$ cat config.mk
export PLATFORM = sky130hd
export DESIGN_NAME = router_vc_buffer_flat
export DESIGN_NICKNAME = d
export VERILOG_FILES = /design/src/rtl/hemps_defaults.sv /design/src/rtl/router_vc_buffer_if.sv /design/src/rtl/router_vc_fifo.sv /design/src/rtl/router_vc_buffer.sv /design/src/flat_wrapper.sv
export SDC_FILE = /design/constraint.sdc
export NUM_CORES = 1
export LEC_CHECK = 0
export CAP_MARGIN = 40
export CORE_MARGIN = 4
export CORE_UTILIZATION = 30
export DETAILED_ROUTE_END_ITERATION = 7
export HOLD_SLACK_MARGIN = 0.03
export PLACE_DENSITY = 0.48
export RECOVER_POWER = 100
export SLEW_MARGIN = 20
export SYNTH_ARGS = -nofsm -noshare
export SYNTH_HDL_FRONTEND = slang
export SYNTH_SLANG_ARGS = --single-unit
$ cat constraint.sdc
create_clock -name clock -period 4.2 [get_ports clock]
set_clock_uncertainty 0.1 [all_clocks]
set_input_delay 0.84 -clock clock [delete_from_list [all_inputs] [get_ports clock]]
set_output_delay 0.84 -clock clock [all_outputs]
set_load 0.01 [all_outputs]
$ cat src/rtl/hemps_defaults.sv
// Shared defaults and types for the router input-port VC buffer.
package hemps_defaults;

  localparam int unsigned FLIT_WIDTH_DEF = 16;
  localparam int unsigned DEPTH_DEF      = 16;
  localparam int unsigned NVC_DEF        = 2;

  typedef logic [FLIT_WIDTH_DEF-1:0] flit_t;

  typedef enum logic [2:0] {
    S_IDLE,
    S_REQ,
    S_HEADER,
    S_SIZE,
    S_PAYLOAD,
    S_END
  } out_state_e;

  // Width of a VC index; a single VC still gets a 1-bit select.
  function automatic int unsigned sel_width(input int unsigned nvc);
    return (nvc > 1) ? $clog2(nvc) : 1;
  endfunction

endpackage

$ cat src/rtl/router_vc_buffer_if.sv
// Upstream link, switch-control handshake and crossbar port of one router input.
interface router_vc_buffer_if
  import hemps_defaults::*;
#(
  parameter int unsigned FLIT_WIDTH = FLIT_WIDTH_DEF,
  parameter int unsigned NVC        = NVC_DEF
);

  localparam int unsigned SEL_W = sel_width(NVC);

  logic [NVC-1:0]        rx;
  logic [FLIT_WIDTH-1:0] data_in;
  logic [NVC-1:0]        credit_o;
  logic                  h;
  logic                  ack_h;
  logic                  data_av;
  logic [FLIT_WIDTH-1:0] data;
  logic                  data_ack;
  logic                  sender;
  logic [SEL_W-1:0]      sel_vc;

  // Environment side: upstream router plus switch control plus crossbar.
  modport master (
    output rx, data_in, ack_h, data_ack,
    input  credit_o, h, data_av, data, sender, sel_vc
  );

  // Buffer side.
  modport slave (
    input  rx, data_in, ack_h, data_ack,
    output credit_o, h, data_av, data, sender, sel_vc
  );

endinterface

$ cat src/rtl/router_vc_fifo.sv
// Single virtual-channel circular FIFO; count-based so all DEPTH slots are usable.
module router_vc_fifo #(
  parameter int unsigned FLIT_WIDTH = 16,
  parameter int unsigned DEPTH      = 16
) (
  input  logic                  clock,
  input  logic                  reset,
  input  logic                  wr,
  input  logic [FLIT_WIDTH-1:0] wr_data,
  input  logic                  rd,
  output logic [FLIT_WIDTH-1:0] head,
  output logic                  credit,
  output logic                  empty
);

  localparam int unsigned PTR_W = $clog2(DEPTH);
  localparam int unsigned CNT_W = PTR_W + 1;

  logic [FLIT_WIDTH-1:0] mem [DEPTH];
  logic [PTR_W-1:0]      first;
  logic [PTR_W-1:0]      last;
  logic [CNT_W-1:0]      count;
  logic                  wr_ok;
  logic                  rd_ok;

  assign credit = (count < CNT_W'(DEPTH));
  assign empty  = (count == '0);
  assign wr_ok  = wr && credit;
  assign rd_ok  = rd && !empty;
  // Head comes from storage only, so a new flit is visible one cycle after its write.
  assign head   = mem[first];

  // Pointer and occupancy update; power-of-two depth makes the pointers wrap naturally.
  always_ff @(posedge clock) begin
    if (reset) begin
      first <= '0;
      last  <= '0;
      count <= '0;
    end else begin
      if (wr_ok) last  <= last + PTR_W'(1);
      if (rd_ok) first <= first + PTR_W'(1);
      case ({wr_ok, rd_ok})
        2'b10:   count <= count + CNT_W'(1);
        2'b01:   count <= count - CNT_W'(1);
        default: count <= count;
      endcase
    end
  end

  // Flit storage; contents need no reset because the pointers define validity.
  always_ff @(posedge clock) begin
    if (wr_ok) mem[last] <= wr_data;
  end

endmodule

$ cat src/rtl/router_vc_buffer.sv
// Router input port: NVC flit FIFOs and a packet-level output arbiter toward the crossbar.
module router_vc_buffer
  import hemps_defaults::*;
#(
  parameter int unsigned FLIT_WIDTH = FLIT_WIDTH_DEF,
  parameter int unsigned DEPTH      = DEPTH_DEF,
  parameter int unsigned NVC        = NVC_DEF
) (
  input logic               clock,
  input logic               reset,
  router_vc_buffer_if.slave bus
);

  localparam int unsigned SEL_W = sel_width(NVC);

  logic [NVC-1:0]        credit;
  logic [NVC-1:0]        empty;
  logic [NVC-1:0]        rx_ok;
  logic [NVC-1:0]        wr_en;
  logic [NVC-1:0]        rd_en;
  logic [FLIT_WIDTH-1:0] heads [NVC];

  out_state_e            state;
  logic [SEL_W-1:0]      sel_vc;
  logic [SEL_W-1:0]      last_vc;
  logic [SEL_W-1:0]      pick_vc;
  logic                  pick_found;
  int unsigned           cand;
  logic                  h;
  logic                  sender;
  logic [FLIT_WIDTH-1:0] pay_cnt;
  logic [FLIT_WIDTH-1:0] head_sel;
  logic                  in_data_phase;
  logic                  data_av;
  logic                  pop;

  // Only the lowest-index VC that both requests and has room is written.
  assign rx_ok = bus.rx & credit;
  assign wr_en = rx_ok & (~rx_ok + NVC'(1));

  for (genvar v = 0; v < NVC; v++) begin : g_vc
    router_vc_fifo #(
      .FLIT_WIDTH(FLIT_WIDTH),
      .DEPTH     (DEPTH)
    ) u_fifo (
      .clock  (clock),
      .reset  (reset),
      .wr     (wr_en[v]),
      .wr_data(bus.data_in),
      .rd     (rd_en[v]),
      .head   (heads[v]),
      .credit (credit[v]),
      .empty  (empty[v])
    );
    assign rd_en[v] = pop && (sel_vc == SEL_W'(v));
  end

  // Round-robin choice: first non-empty VC after the last one served.
  always_comb begin
    pick_found = 1'b0;
    pick_vc    = '0;
    cand       = 0;
    for (int unsigned i = 1; i <= NVC; i++) begin
      cand = (32'(last_vc) + i) % NVC;
      if (!pick_found && !empty[SEL_W'(cand)]) begin
        pick_found = 1'b1;
        pick_vc    = SEL_W'(cand);
      end
    end
  end

  assign head_sel      = heads[sel_vc];
  assign in_data_phase = (state == S_HEADER) || (state == S_SIZE) || (state == S_PAYLOAD);
  assign data_av       = in_data_phase && !empty[sel_vc];
  assign pop           = data_av && bus.data_ack;

  // Output packet sequencer: request, grant, header, size, payload, release.
  always_ff @(posedge clock) begin
    if (reset) begin
      state   <= S_IDLE;
      sel_vc  <= '0;
      last_vc <= SEL_W'(NVC - 1);
      h       <= 1'b0;
      sender  <= 1'b0;
      pay_cnt <= '0;
    end else begin
      case (state)
        S_IDLE: begin
          if (pick_found) begin
            sel_vc  <= pick_vc;
            last_vc <= pick_vc;
            h       <= 1'b1;
            state   <= S_REQ;
          end
        end
        S_REQ: begin
          if (bus.ack_h) begin
            h      <= 1'b0;
            sender <= 1'b1;
            state  <= S_HEADER;
          end
        end
        S_HEADER: begin
          if (pop) state <= S_SIZE;
        end
        S_SIZE: begin
          if (pop) begin
            pay_cnt <= head_sel;
            if (head_sel == '0) begin
              sender <= 1'b0;
              state  <= S_END;
            end else begin
              state  <= S_PAYLOAD;
            end
          end
        end
        S_PAYLOAD: begin
          if (pop) begin
            if (pay_cnt == FLIT_WIDTH'(1)) begin
              sender <= 1'b0;
              state  <= S_END;
            end
            pay_cnt <= pay_cnt - FLIT_WIDTH'(1);
          end
        end
        S_END: begin
          state <= S_IDLE;
        end
        default: begin
          state <= S_IDLE;
        end
      endcase
    end
  end

  assign bus.credit_o = credit;
  assign bus.h        = h;
  assign bus.sender   = sender;
  assign bus.sel_vc   = sel_vc;
  assign bus.data_av  = data_av;
  assign bus.data     = data_av ? head_sel : '0;

endmodule

$ cat src/flat_wrapper.sv
// flat-port wrapper written by rule: the top's interface ports become plain ports
module router_vc_buffer_flat import hemps_defaults::*;
#(
  parameter int unsigned FLIT_WIDTH = FLIT_WIDTH_DEF,
  parameter int unsigned DEPTH      = DEPTH_DEF,
  parameter int unsigned NVC        = NVC_DEF
)
  (clock, reset, bus_rx, bus_data_in, bus_ack_h, bus_data_ack, bus_credit_o, bus_h, bus_data_av, bus_data, bus_sender, bus_sel_vc);
  router_vc_buffer_if #(.FLIT_WIDTH(FLIT_WIDTH), .NVC(NVC)) bus_i ();
  input logic clock;
  input logic reset;
  input wire logic [$bits(bus_i.rx)-1:0] bus_rx;
  input wire logic [$bits(bus_i.data_in)-1:0] bus_data_in;
  input wire logic [$bits(bus_i.ack_h)-1:0] bus_ack_h;
  input wire logic [$bits(bus_i.data_ack)-1:0] bus_data_ack;
  output wire logic [$bits(bus_i.credit_o)-1:0] bus_credit_o;
  output wire logic [$bits(bus_i.h)-1:0] bus_h;
  output wire logic [$bits(bus_i.data_av)-1:0] bus_data_av;
  output wire logic [$bits(bus_i.data)-1:0] bus_data;
  output wire logic [$bits(bus_i.sender)-1:0] bus_sender;
  output wire logic [$bits(bus_i.sel_vc)-1:0] bus_sel_vc;
  assign bus_i.rx = bus_rx;
  assign bus_i.data_in = bus_data_in;
  assign bus_i.ack_h = bus_ack_h;
  assign bus_i.data_ack = bus_data_ack;
  assign bus_credit_o = bus_i.credit_o;
  assign bus_h = bus_i.h;
  assign bus_data_av = bus_i.data_av;
  assign bus_data = bus_i.data;
  assign bus_sender = bus_i.sender;
  assign bus_sel_vc = bus_i.sel_vc;
  router_vc_buffer #(.FLIT_WIDTH(FLIT_WIDTH), .DEPTH(DEPTH), .NVC(NVC)) u_core (.clock(clock), .reset(reset), .bus(bus_i));
endmodule
## Yosys cells after proc, flatten, opt, wreduce, memory -nomap -nowiden

Memory sizes are Yosys's and may differ from the RTL's. A register that Yosys moved wholly into a read port is not among the register bits.
Index checks and enable logic that the tools add are counted.

| operators by class | value |
|---|---|
| bitwise gates (word level) | 5 |
| eq/ne operators | 16 |
| add/sub/neg operators | 12 |
| order comparisons | 6 |
| reduce and logical (&&, ||, !) cells | 29 |
| muxes and demuxes | 44 |

Operators with widths:

| kind | count |
|---|---|
| $mux W16 | 6 |
| $pmux W16 S2 | 1 |
| $mux W1 | 22 |
| $pmux W5 S2 | 2 |
| $mux W3 | 6 |
| $add A4 B1 Y4 const B | 4 |
| $eq A16 B1 Y1 const B | 1 |
| $logic_not A16 Y1 | 1 |
| $mux W4 | 4 |
| $sub A16 B1 Y16 const B | 1 |
| $pmux W3 S5 | 1 |
| $reduce_and A6 Y1 | 2 |
| $add A5 B1 Y5 const B | 2 |
| $logic_not A5 Y1 | 2 |
| $lt A5 B5 Y1 const B | 2 |
| $sub A5 B1 Y5 const B | 2 |
| $logic_and A1 B1 Y1 | 9 |
| $ne A2 B1 Y1 const B | 4 |
| $reduce_bool A2 Y1 | 4 |
| $eq A3 B2 Y1 const B | 2 |
| $lt A1 B2 Y1 const B | 3 |
| $ne A2 B2 Y1 const B | 3 |
| $reduce_and A3 Y1 | 2 |
| $and A2 B2 Y2 | 2 |
| other kinds (17) | 24 |

| storage, ports and cells | value |
|---|---|
| memories | 2 |
| RAM bits | 512 |
| output and inout bits | 22 |
| register bits after elaboration | 49 |

Memories:

| name | words | width | rd ports | clocked after memory_dff | write ports | RTL line | RTL |
|---|---|---|---|---|---|---|---|
| u_core.g_vc[0].u_fifo.mem | 16 | 16 | 1 | 1 | 1 | router_vc_fifo.sv:19 | `logic [FLIT_WIDTH-1:0] mem [DEPTH];` |
| u_core.g_vc[1].u_fifo.mem | 16 | 16 | 1 | 1 | 1 | router_vc_fifo.sv:19 |  |

## Logic depth before layout (Yosys ltp)

| logic depth | value |
|---|---|
| depth in word-level cells | 10 |
| mapped depth | 14 |

## Modules after synthesis

From an unflattened synthesis, not the netlist that was laid out.

| unflattened totals | value |
|---|---|
| cells, all modules | 1304 |
| area, all modules | 23156.0 um^2 |

Modules (own cells, without submodules):

| module | times used | area each (um^2) | cells each | sequential area each (um^2) |
|---|---|---|---|---|
| router_vc_fifo | 2 | 10651.5 | 524 | 8027.7 |
| router_vc_buffer | 1 | 1853.0 | 256 | 460.4 |

## Worst setup path after synthesis

OpenSTA, ideal clock, no wires.

| path | value |
|---|---|
| kind | input port to flip-flop |
| start | in bus_rx[0] |
| end | mem u_core.g_vc[1].u_fifo.mem[3][0], enable pin |
| library setup time | 0.409 ns |
| arrival time | 2.798 ns |
| path slack | 0.893 ns |
| required time | 3.691 ns |
| buffers on the path | 2 |
| cell stages on the path | 7 |
| cells stage by stage | nor2b_1 buf_2 inv_2 and3_1 buf_2 nand2_1 nor3_1 |

| on the way | value |
|---|---|
| cells in the longest elaborated chain, start to end | 7 |

Ends and longest elaborated chain:

| item | RTL line | RTL |
|---|---|---|
| start: declaration | flat_wrapper.sv:12 | `input wire logic [$bits(bus_i.rx)-1:0] bus_rx;` |
| $and A2 B2 Y2 | router_vc_buffer.sv:38 | `assign rx_ok = bus.rx & credit;` |
| $not A2 Y2 | router_vc_buffer.sv:39 | `assign wr_en = rx_ok & (~rx_ok + NVC'(1));` |
| $add A2 B1 Y2 | router_vc_buffer.sv:39 |  |
| $and A2 B2 Y2 | router_vc_buffer.sv:39 |  |
| $logic_and A1 B1 Y1 | router_vc_fifo.sv:28 | `assign wr_ok = wr && credit;` |
| $mux W1 | router_vc_fifo.sv:52 | `if (wr_ok) mem[last] <= wr_data;` |
| $mux W1 (implied by the code) | router_vc_fifo.sv:52 |  |
| end: declaration | router_vc_fifo.sv:19 |  |

Every way passes these cells.

==> results.cfg <==
[sta]
timing.final.max_slew_violations = 495
setup_tns_ns = 0
final.min_clock_period_ns = 4.05
worst_slack_ns = 0.147
max_clock_freq_ghz = 0.247
setup_viol_count_final = 0
holdWs_ns = 0.373
least_margin_pin_slew_ns = 1.87
finalCritPeriodShare_pct = 96.5
grt_setup_unrepaired = false
hold_viol = 0
max_slew_margin_pct = -24.8

[global_routing]
grt_antenna_before_repair = 2
globalRouteOverflowTotal = 0
wire_length_of_the_first_global_routing_pass_mm = 81.7
grt_start_max_net_pins = 37
first_global_vias = 12309
globalRouteTotalUtil_pct = 13.7

[synth]
synth.net_count = 1298
synth_sequential_area_ratio_pct = 72.6
ys_top_cells_by_area = sky130_fd_sc_hd__edfxtp_1 (68%), sky130_fd_sc_hd__mux4_2 (13%), sky130_fd_sc_hd__dfxtp_1 (5.0%)
dominantRegCellSynth = sky130_fd_sc_hd__edfxtp_1
synth.cell_area_um2 = 22700
async_reset_ff_share_pct = 0
synth_edf_count = 512
synth_area_leader_cell = sky130_fd_sc_hd__edfxtp_1
synth_cells = 1260
yosys.cell_types.count = 55
synth.avg_cell_area_um2 = 18.1
syn_warnings = 0
synth.ff_latch_count = 569
synth_top_cell_area_share_pct = 67.6

[setup_path]
worst-setup-path-type = flip-flop to primary output
r2r_start = u_core.state[1]$_SDFFE_PP0P_
regToRegEndpoint = u_core.g_vc[0].u_fifo.count[3]$_SDFFE_PP0P_
worst-path-max-fanout = 8
path_cells = buf_12 -> clkbuf_16 -> mux4_2 -> mux2i_1 -> buf_4 -> o22ai_1 -> nor2_2 -> nor2_1 -> clkdlybuf4s50_1
arrival_ns = 3.11
worstPathRequired_ns = 3.26
worst_setup_path_start_kind = flip-flop
rrSetupSlack_ns = 0.76
timing.critical_path.slowest_cell_delay_ns = 0.49
slowest_stage = sky130_fd_sc_hd__mux4_2
cp-end-kind = primary output
cp.buffers_inverters = 4
cpLargestDelayFamily = buffers and inverters
rr_worst_depth = 10

[min_path]
timing.hold.worst_endpoint = u_core.bus.sender$_SDFFE_PP0P_
min_from = u_core.bus.sender$_SDFFE_PP0P_
min-delay-path-class = flip-flop to flip-flop
worst_hold_path.num_cells = 2

[flow_run]
maxCapViolations = 15

[power_and_ir_drop]
ir_worst_vdd_mv = 0.237
power.leakage_nw = 8.47
power.total_mw = 12.3
power_density_nw_per_um2 = 455

[clock_tree]
clock_sink_count = 569
cts_root_buffer = sky130_fd_sc_hd__clkbuf_16
tritoncts = done
cts_buf_count = 66
clk-insertion-delay-late_ns = 0.59
clkTransAtPathRegs_ns = 0.05
clock_path_buffers = 3
ctsHtreeMaxLevel = 3

[drt]
detailroute.via_count = 12074
drtPass1Iterations = 5
wl_mm = 55.8
viasPerCell = 4.94
drt_drc_violations_left = 0
drt-initial-drc-count = 952
wl_per_cell_um = 22.9
antenna_nets_post_route = 0

[die]
num_io_pins = 44
starting_density_of_the_core_pct = 30.4
rows = 100
core-area_um2 = 74800
die-height_um = 283
die_area_um2 = 80300
die_extent_in_x_um = 283

[final_layout]
drive_gt1_share_pct = 22.5
nets = 1469
stdcell_area_um2 = 27000
area.growth.synth_to_final_pct = 18.6

[placed_design]
pre_cts_slack_ns = 0.454
gp_congestion = 0.776
placed_area_um2 = 24900
io_buffers = 43
hpwlAfterDp_mm = 33.7

[outcome]
violations = capacitance limit, slew limit
run_status = finished with violations
where the power goes:
part	switching (mW)	internal (mW)	leakage, nW
logic	0.380	0.193	2.40
registers	0.0353	6.23	5.08
clock network	2.18	3.24	0.981
total	2.60	9.67	8.47
sequential cells by signal (all words and copies together), names as in the netlist, named ones only:
register	count
u_core.bus.sel_vc	1
u_core.bus.sender	1
u_core.last_vc	1
u_core.g_vc.u_fifo.first	8
u_core.bus.h	1
u_core.g_vc.u_fifo.count	10
u_core.g_vc.u_fifo.last	8
u_core.state	3
u_core.g_vc.u_fifo.mem	512
u_core.pay_cnt	16
area by class of cell:
class,count,area [µm²]
fill,7000,47900
sequential,569,16500
multi-input combinational,604,5790
clock buffer,80,1700
timing repair buffer,172,1350
tap,969,1210
clock inverter,30,309
inverter,18,67.6
antenna,1,2.50
cells in the mapped netlist (all sizes together) (2+ instances only):
master / number
inv: 18
o22ai: 16
mux4: 128
nor4: 5
buf: 39
a22oi: 34
or4: 3
or2: 2
clkbuf: 30
a31oi: 9
edfxtp: 512
o211ai: 3
nor3b: 2
mux2i: 35
nand4: 12
nor3: 27
and3b: 2
nor2b: 5
o221a: 2
nand2: 70
ha: 16
a21oi: 36
xor2: 12
xnor2: 9
nand3: 8
a22o: 3
and4: 2
nor2: 103
nand2b: 9
or3: 4
dfxtp: 57
a21boi: 2
o31ai: 2
and3: 7
o21ai: 28
worst max-delay path by stage:
| stage | depth (start not counted) | start | to |
|---|---|---|---|
| floorplan | 7 | bus_rx[0] | u_core.g_vc[1].u_fifo.mem[3][0]$_DFFE_PP_ |
| global placement | 8 | flip-flop | bus_data[12] |
| detailed placement | 8 | flip-flop | bus_data[12] |
| CTS | 8 | flip-flop | bus_data[10] |
| global route | 8 | flip-flop | bus_data[8] |
| finish | 9 | flip-flop | bus_data[1] |
cell families after synthesis:
kind of cell	after synthesis	synth area share, %
xor+xnor	21	0.809
flops	569	72.6
compound gates	139	3.88
fa+ha+maj	16	0.880
mux	163	14.2
buf+inv	87	2.21
simple gates	265	5.39
repair_timing:
item                       4_1_cts  5_1_grt
cloned                           0        1
hold buffers                     0        0
pin swaps                        1        2
resized for setup                6       10
setup endpoints to repair       14       16
setup buffers                    5       17
placed cells by master, fill, tap and decap left out, drive strengths merged, types with 27 or more instances in the layout:
cell,Yosys,final
a21oi,36,36
a22oi,34,34
buf,39,78
clkbuf,30,135
dfxtp,57,57
edfxtp,512,512
mux2i,35,35
mux4,128,128
nand2,70,70
nor2,103,103
nor3,27,27
o21ai,28,28
tightest hold or removal path, delay by kind of cell (launching register included):
kind | cells | cell delay (ns)
compound gates | 1 | 0.05
simple gates | 1 | 0.06
flops | 1 | 0.32
layer usage:
metal	track usage, %	wire, µm	up-vias
met1	19.2	25500	6311
met3	2.90	2830	77
met2	21.5	26200	299
met5	0	13	-
li1	-	-	5385
met4	3.91	1320	2
metrics by stage:
stage,utilization [%],cells
after detailed placement,33.3,2309
after global placement,33.4,2309
final,36.0,2443
after floorplan,-,1260
after global routing,36.0,2442
after CTS,36.1,2424
Power figures use the tool's default switching activity.
==> patch 1 (same flow settings) <==
Set the package constant `DEPTH_DEF` to 32 (it was 16).
--- a/src/rtl/hemps_defaults.sv
+++ b/src/rtl/hemps_defaults.sv
@@ -2,7 +2,7 @@
 package hemps_defaults;
 
   localparam int unsigned FLIT_WIDTH_DEF = 16;
-  localparam int unsigned DEPTH_DEF      = 16;
+  localparam int unsigned DEPTH_DEF      = 32;
   localparam int unsigned NVC_DEF        = 2;
 
   typedef logic [FLIT_WIDTH_DEF-1:0] flit_t;
Behaviour: same outputs for any inputs over 4 cycles, from zero or initial values and one cycle with reset high; that may be too few to reach the edited logic, so the function may still have changed.
==> patch 1 against the unedited design <==
The flow still finishes with violations (capacitance limit, slew limit). Via count increased by 93%. Setup slack got worse by 0.13 ns. Synthesized area increased by 89%. Wire length increased by 120%. Sequential cell count increased by 520. Total power increased by 97%. Final area increased by 95%.
==> patch 1: results (changes against the unedited design) <==
INFO  metric met1_length = 54,700 um (+110%)
INFO  metric crit_family = multiplexers
INFO  metric synthXorXnorAreaFrac = 0.00529 (-0.00279)
INFO  metric worst_r2r_endpoint = u_core.pay_cnt[3]
INFO  metric max-vdd-ir-drop = 0.344 mV (+45%)
INFO  metric postCtsSetupRepairBufs = 85 (+80)
INFO  metric first_global_vias = 23,755 (+93%)
INFO  metric slew_viol_final = 728 (+47%)
INFO  metric postPlaceCellArea = 47,400 um2 (+90%)
INFO  metric power.switching_fraction = 0.222 (+0.0107)
INFO  metric via_per_inst = 5.07 (+2.6%)
INFO  metric detailedPlace.worstSlack = -0.202 ns (-0.656 ns)
INFO  metric post_cts.resized_instances = 262 (+256)
INFO  metric largest_net_degree_at_the_start_of_global_routing = 51 (+38%)
INFO  metric p_leak = 16.2 nW (+92%)
INFO  metric whs_path_depth = 1 (-1)
INFO  metric yosys-top-cells-area = sky130_fd_sc_hd__edfxtp_1 71%, sky130_fd_sc_hd__mux4_2 13%, sky130_fd_sc_hd__dfxtp_1 3.0%, sky130_fd_sc_hd__nor2_1 1.5%, sky130_fd_sc_hd__mux2i_1 0.88%
INFO  metric power_frac_seq = 0.498 (-0.013)
INFO  metric grtUsageTotal = 0.164 (+0.0277)
INFO  metric drtPass1Iterations = 7 (+2)
INFO  metric hold_class = in2reg
INFO  metric clkPwrFrac = 0.420 (-0.022)
INFO  metric cell_count_after_synthesis = 2,230 (+77%)
INFO  metric failed_checks = capacitance limit, slew limit
INFO  metric grt_pass1_wl = 179,000 um (+120%)
INFO  metric synth_compound_gate_area_share = 0.0400 (+0.00115)
INFO  metric drv_cap = 22 (+7)
INFO  metric largest_registers = u_core.g_vc.u_fifo.mem x1024, u_core.pay_cnt x16, u_core.g_vc.u_fifo.count x12
INFO  metric design.final.nets = 2,657 (+81%)
INFO  metric ff_to_ff_setup_slack = 0.55 ns (-0.21 ns)
INFO  metric cp_max_fo = 7 (-1)
INFO  metric status = finished, violations left
INFO  metric finalWorstPathRequiredPeriod = 4.18 ns (+0.128 ns)
INFO  metric cp_slowest_stage_delay = 0.53 ns (+0.04 ns)
INFO  metric grt_util_met3 = 0.0252 (-0.00382)
INFO  metric synth_common_cells = 1,024 x sky130_fd_sc_hd__edfxtp_1, 252 x sky130_fd_sc_hd__mux4_2, 174 x sky130_fd_sc_hd__nor2_1
INFO  metric met3RoutedLength = 7580 um (+170%)
[patch 1: cell count changes after synthesis, sizes merged, moves of 17 or more]
cell / delta
buf: +31
clkbuf: +23
edfxtp: +512
mux4: +124
nor2: +71
nor2b: +17
o21ai: +17
[patch 1: layout make-up]
| type | count | area (um2) |
|---|---|---|
| Fill cell | 13134 | 89200 |
| Multi-Input combinational cell | 998 | 11100 |
| Sequential cell | 1089 | 32100 |
| Inverter | 20 | 75.1 |
| Clock buffer | 141 | 3050 |
| Tap cell | 1890 | 2360 |
| Timing Repair Buffer | 397 | 3360 |
| Antenna cell | 3 | 7.51 |
| Clock inverter | 68 | 704 |
[patch 1: cells by family after synthesis]
group / after synthesis
flip-flops: 1089
AND/OR/NAND/NOR: 402
multiplexers: 303
AO/OA/AOI/OAI: 251
buffers and inverters: 143
XOR/XNOR: 26
adder cells (fa/ha/maj): 16
==> patch 2 (config.mk and constraints unchanged) <==
Made on the original files. The 6 states of `out_state_e` get a Gray code encoding in 3 bits.
--- a/src/rtl/hemps_defaults.sv
+++ b/src/rtl/hemps_defaults.sv
@@ -8,12 +8,12 @@
   typedef logic [FLIT_WIDTH_DEF-1:0] flit_t;
 
   typedef enum logic [2:0] {
-    S_IDLE,
-    S_REQ,
-    S_HEADER,
-    S_SIZE,
-    S_PAYLOAD,
-    S_END
+    S_IDLE    = 3'b000,
+    S_REQ     = 3'b001,
+    S_HEADER  = 3'b011,
+    S_SIZE    = 3'b010,
+    S_PAYLOAD = 3'b110,
+    S_END     = 3'b111
   } out_state_e;
 
   // Width of a VC index; a single VC still gets a 1-bit select.
Behaviour: same outputs for any inputs over 4 cycles, from zero or initial values and one cycle with reset high; so few cycles prove little.
==> patch 2 against the unedited design <==
The flow still finishes with violations (capacitance limit, slew limit). Core utilization fell by 0.38 points. Synthesized area rose by 2.0%. Final area rose by 0.93%. Total power fell by 3.8%. Final cell count rose by 9.3%. Wire length rose by 10%. Sequential cell count did not move. Synthesized cell count rose by 15%. Via count rose by 9.5%. Worst hold slack improved by 0.0083 ns. Setup slack got worse by 0.065 ns. Largest power group unchanged.
==> patch 2: results (changes against the unedited design) <==
INFO  metric status = finished, violations left
INFO  metric failed_checks = capacitance limit, slew limit
INFO  metric p_leak = 8.40 nW (-0.74%)
INFO  metric dpl.hpwl = 39,500 um (+17%)
INFO  metric synth_common_cells = 512 x sky130_fd_sc_hd__edfxtp_1, 146 x sky130_fd_sc_hd__mux2i_1, 119 x sky130_fd_sc_hd__nor2_1
INFO  metric drtPass1Iterations = 6 (+1)
INFO  metric final_layout_size_suffix_gt1_frac = 0.160 (-0.0642)
INFO  metric gp_congestion = 0.788 (+1.5%)
INFO  metric dp_cells = 2,545 (+10%)
INFO  metric drv_cap = 9 (-6)
INFO  metric source_to_sink_clock_delay_at_the_later_pin_of_the_worst_skew_pair = 0.62 ns (+0.03 ns)
INFO  metric grt_pass1_wl = 90,600 um (+11%)
INFO  metric synth_compound_gate_area_share = 0.0538 (+0.0149)
INFO  metric timing.max_slew.rel_slack = -0.0955 (+0.153)
INFO  metric postPlaceCellArea = 25,500 um2 (+2.2%)
INFO  metric yosys-top-cells-area = sky130_fd_sc_hd__edfxtp_1 66%, sky130_fd_sc_hd__mux2i_1 6.3%, sky130_fd_sc_hd__mux4_2 5.9%, sky130_fd_sc_hd__dfxtp_1 4.9%, sky130_fd_sc_hd__nor2_1 1.9%
INFO  metric synth-adder-area-share = 0.00971 (+0.000906)
INFO  metric slew_viol_final = 215 (-57%)
INFO  metric postCtsSetupRepairBufs = 8 (+3)
INFO  metric proportion_of_synthesized_area_in_mux_cells = 0.126 (-0.0167)
INFO  metric proportion_of_synthesized_chip_area_in_sequential_cells = 0.712 (-0.0142)
INFO  metric ys_types = 62 (+13%)
INFO  metric postSynthNetCount = 1,488 (+15%)
INFO  metric cp_slowest_cell = sky130_fd_sc_hd__a2111oi_0
INFO  metric synthXorXnorAreaFrac = 0.00831 (+0.000219)
INFO  metric max-vdd-ir-drop = 0.348 mV (+47%)
INFO  metric drt_first_iter_violations = 1,042 (+9.5%)
INFO  metric fillerInstances = 7,317 (+4.5%)
INFO  metric htree_num_levels = 2 (-1)
INFO  metric wire_per_inst = 23.0 um (+0.77%)
[patch 2: changes by cell type after synthesis, moves of 8 or more]
cell	unedited run	this run
sky130_fd_sc_hd__nor2_1	97	119
sky130_fd_sc_hd__buf_2	17	25
sky130_fd_sc_hd__o21ai_0	27	35
sky130_fd_sc_hd__buf_4	6	17
sky130_fd_sc_hd__nand3_1	8	34
sky130_fd_sc_hd__mux2i_1	35	146
sky130_fd_sc_hd__nor2b_1	5	25
sky130_fd_sc_hd__nand2_1	70	79
sky130_fd_sc_hd__a211oi_1	0	14
sky130_fd_sc_hd__mux4_2	127	61
[patch 2: layer usage]
layer,up-vias,track usage,wire length (um)
li1,5925,-,-
met1,6903,0.203,27600
met2,310,0.248,29700
met3,82,0.0228,2970
met4,0,0.0385,1250
met5,-,0,0
[patch 2: power groups by stage]
stage | registers [mW] | clock network, mW | logic, mW
finish | 6.28 | 4.94 | 0.589
global route | 6.28 | 5.29 | 0.643
CTS | 6.27 | 5.05 | 0.623
detailed placement | 6.39 | 0 | 0.615
global placement | 6.39 | 0 | 0.604
floorplan | 6.38 | 0 | 0.282
[patch 2: path summary, 6_finish.rpt]
check | slack [ns] | from | endpoint | cells after the start
worst min register to register | 0.38 | u_core.pay_cnt[1] | u_core.pay_cnt[1] | 2
worst min-delay path | 0.38 | u_core.pay_cnt[1] | u_core.pay_cnt[1] | 2
worst max-delay path | 0.08 | flip-flop | bus_data[2] | 8
worst max register to register | 0.74 | u_core.g_vc[0].u_fifo.count[4] | u_core.g_vc[1].u_fifo.mem[0][10] | 7
[patch 2: cell type report]
type	count	share of cell area
clock buffer	79	0.0592
clock inverter	30	0.00731
sequential	569	0.608
antenna	1	0.0000919
timing repair buffer	162	0.0466
multi-input combinational	783	0.230
inverter	16	0.00221
tap	1030	0.0473
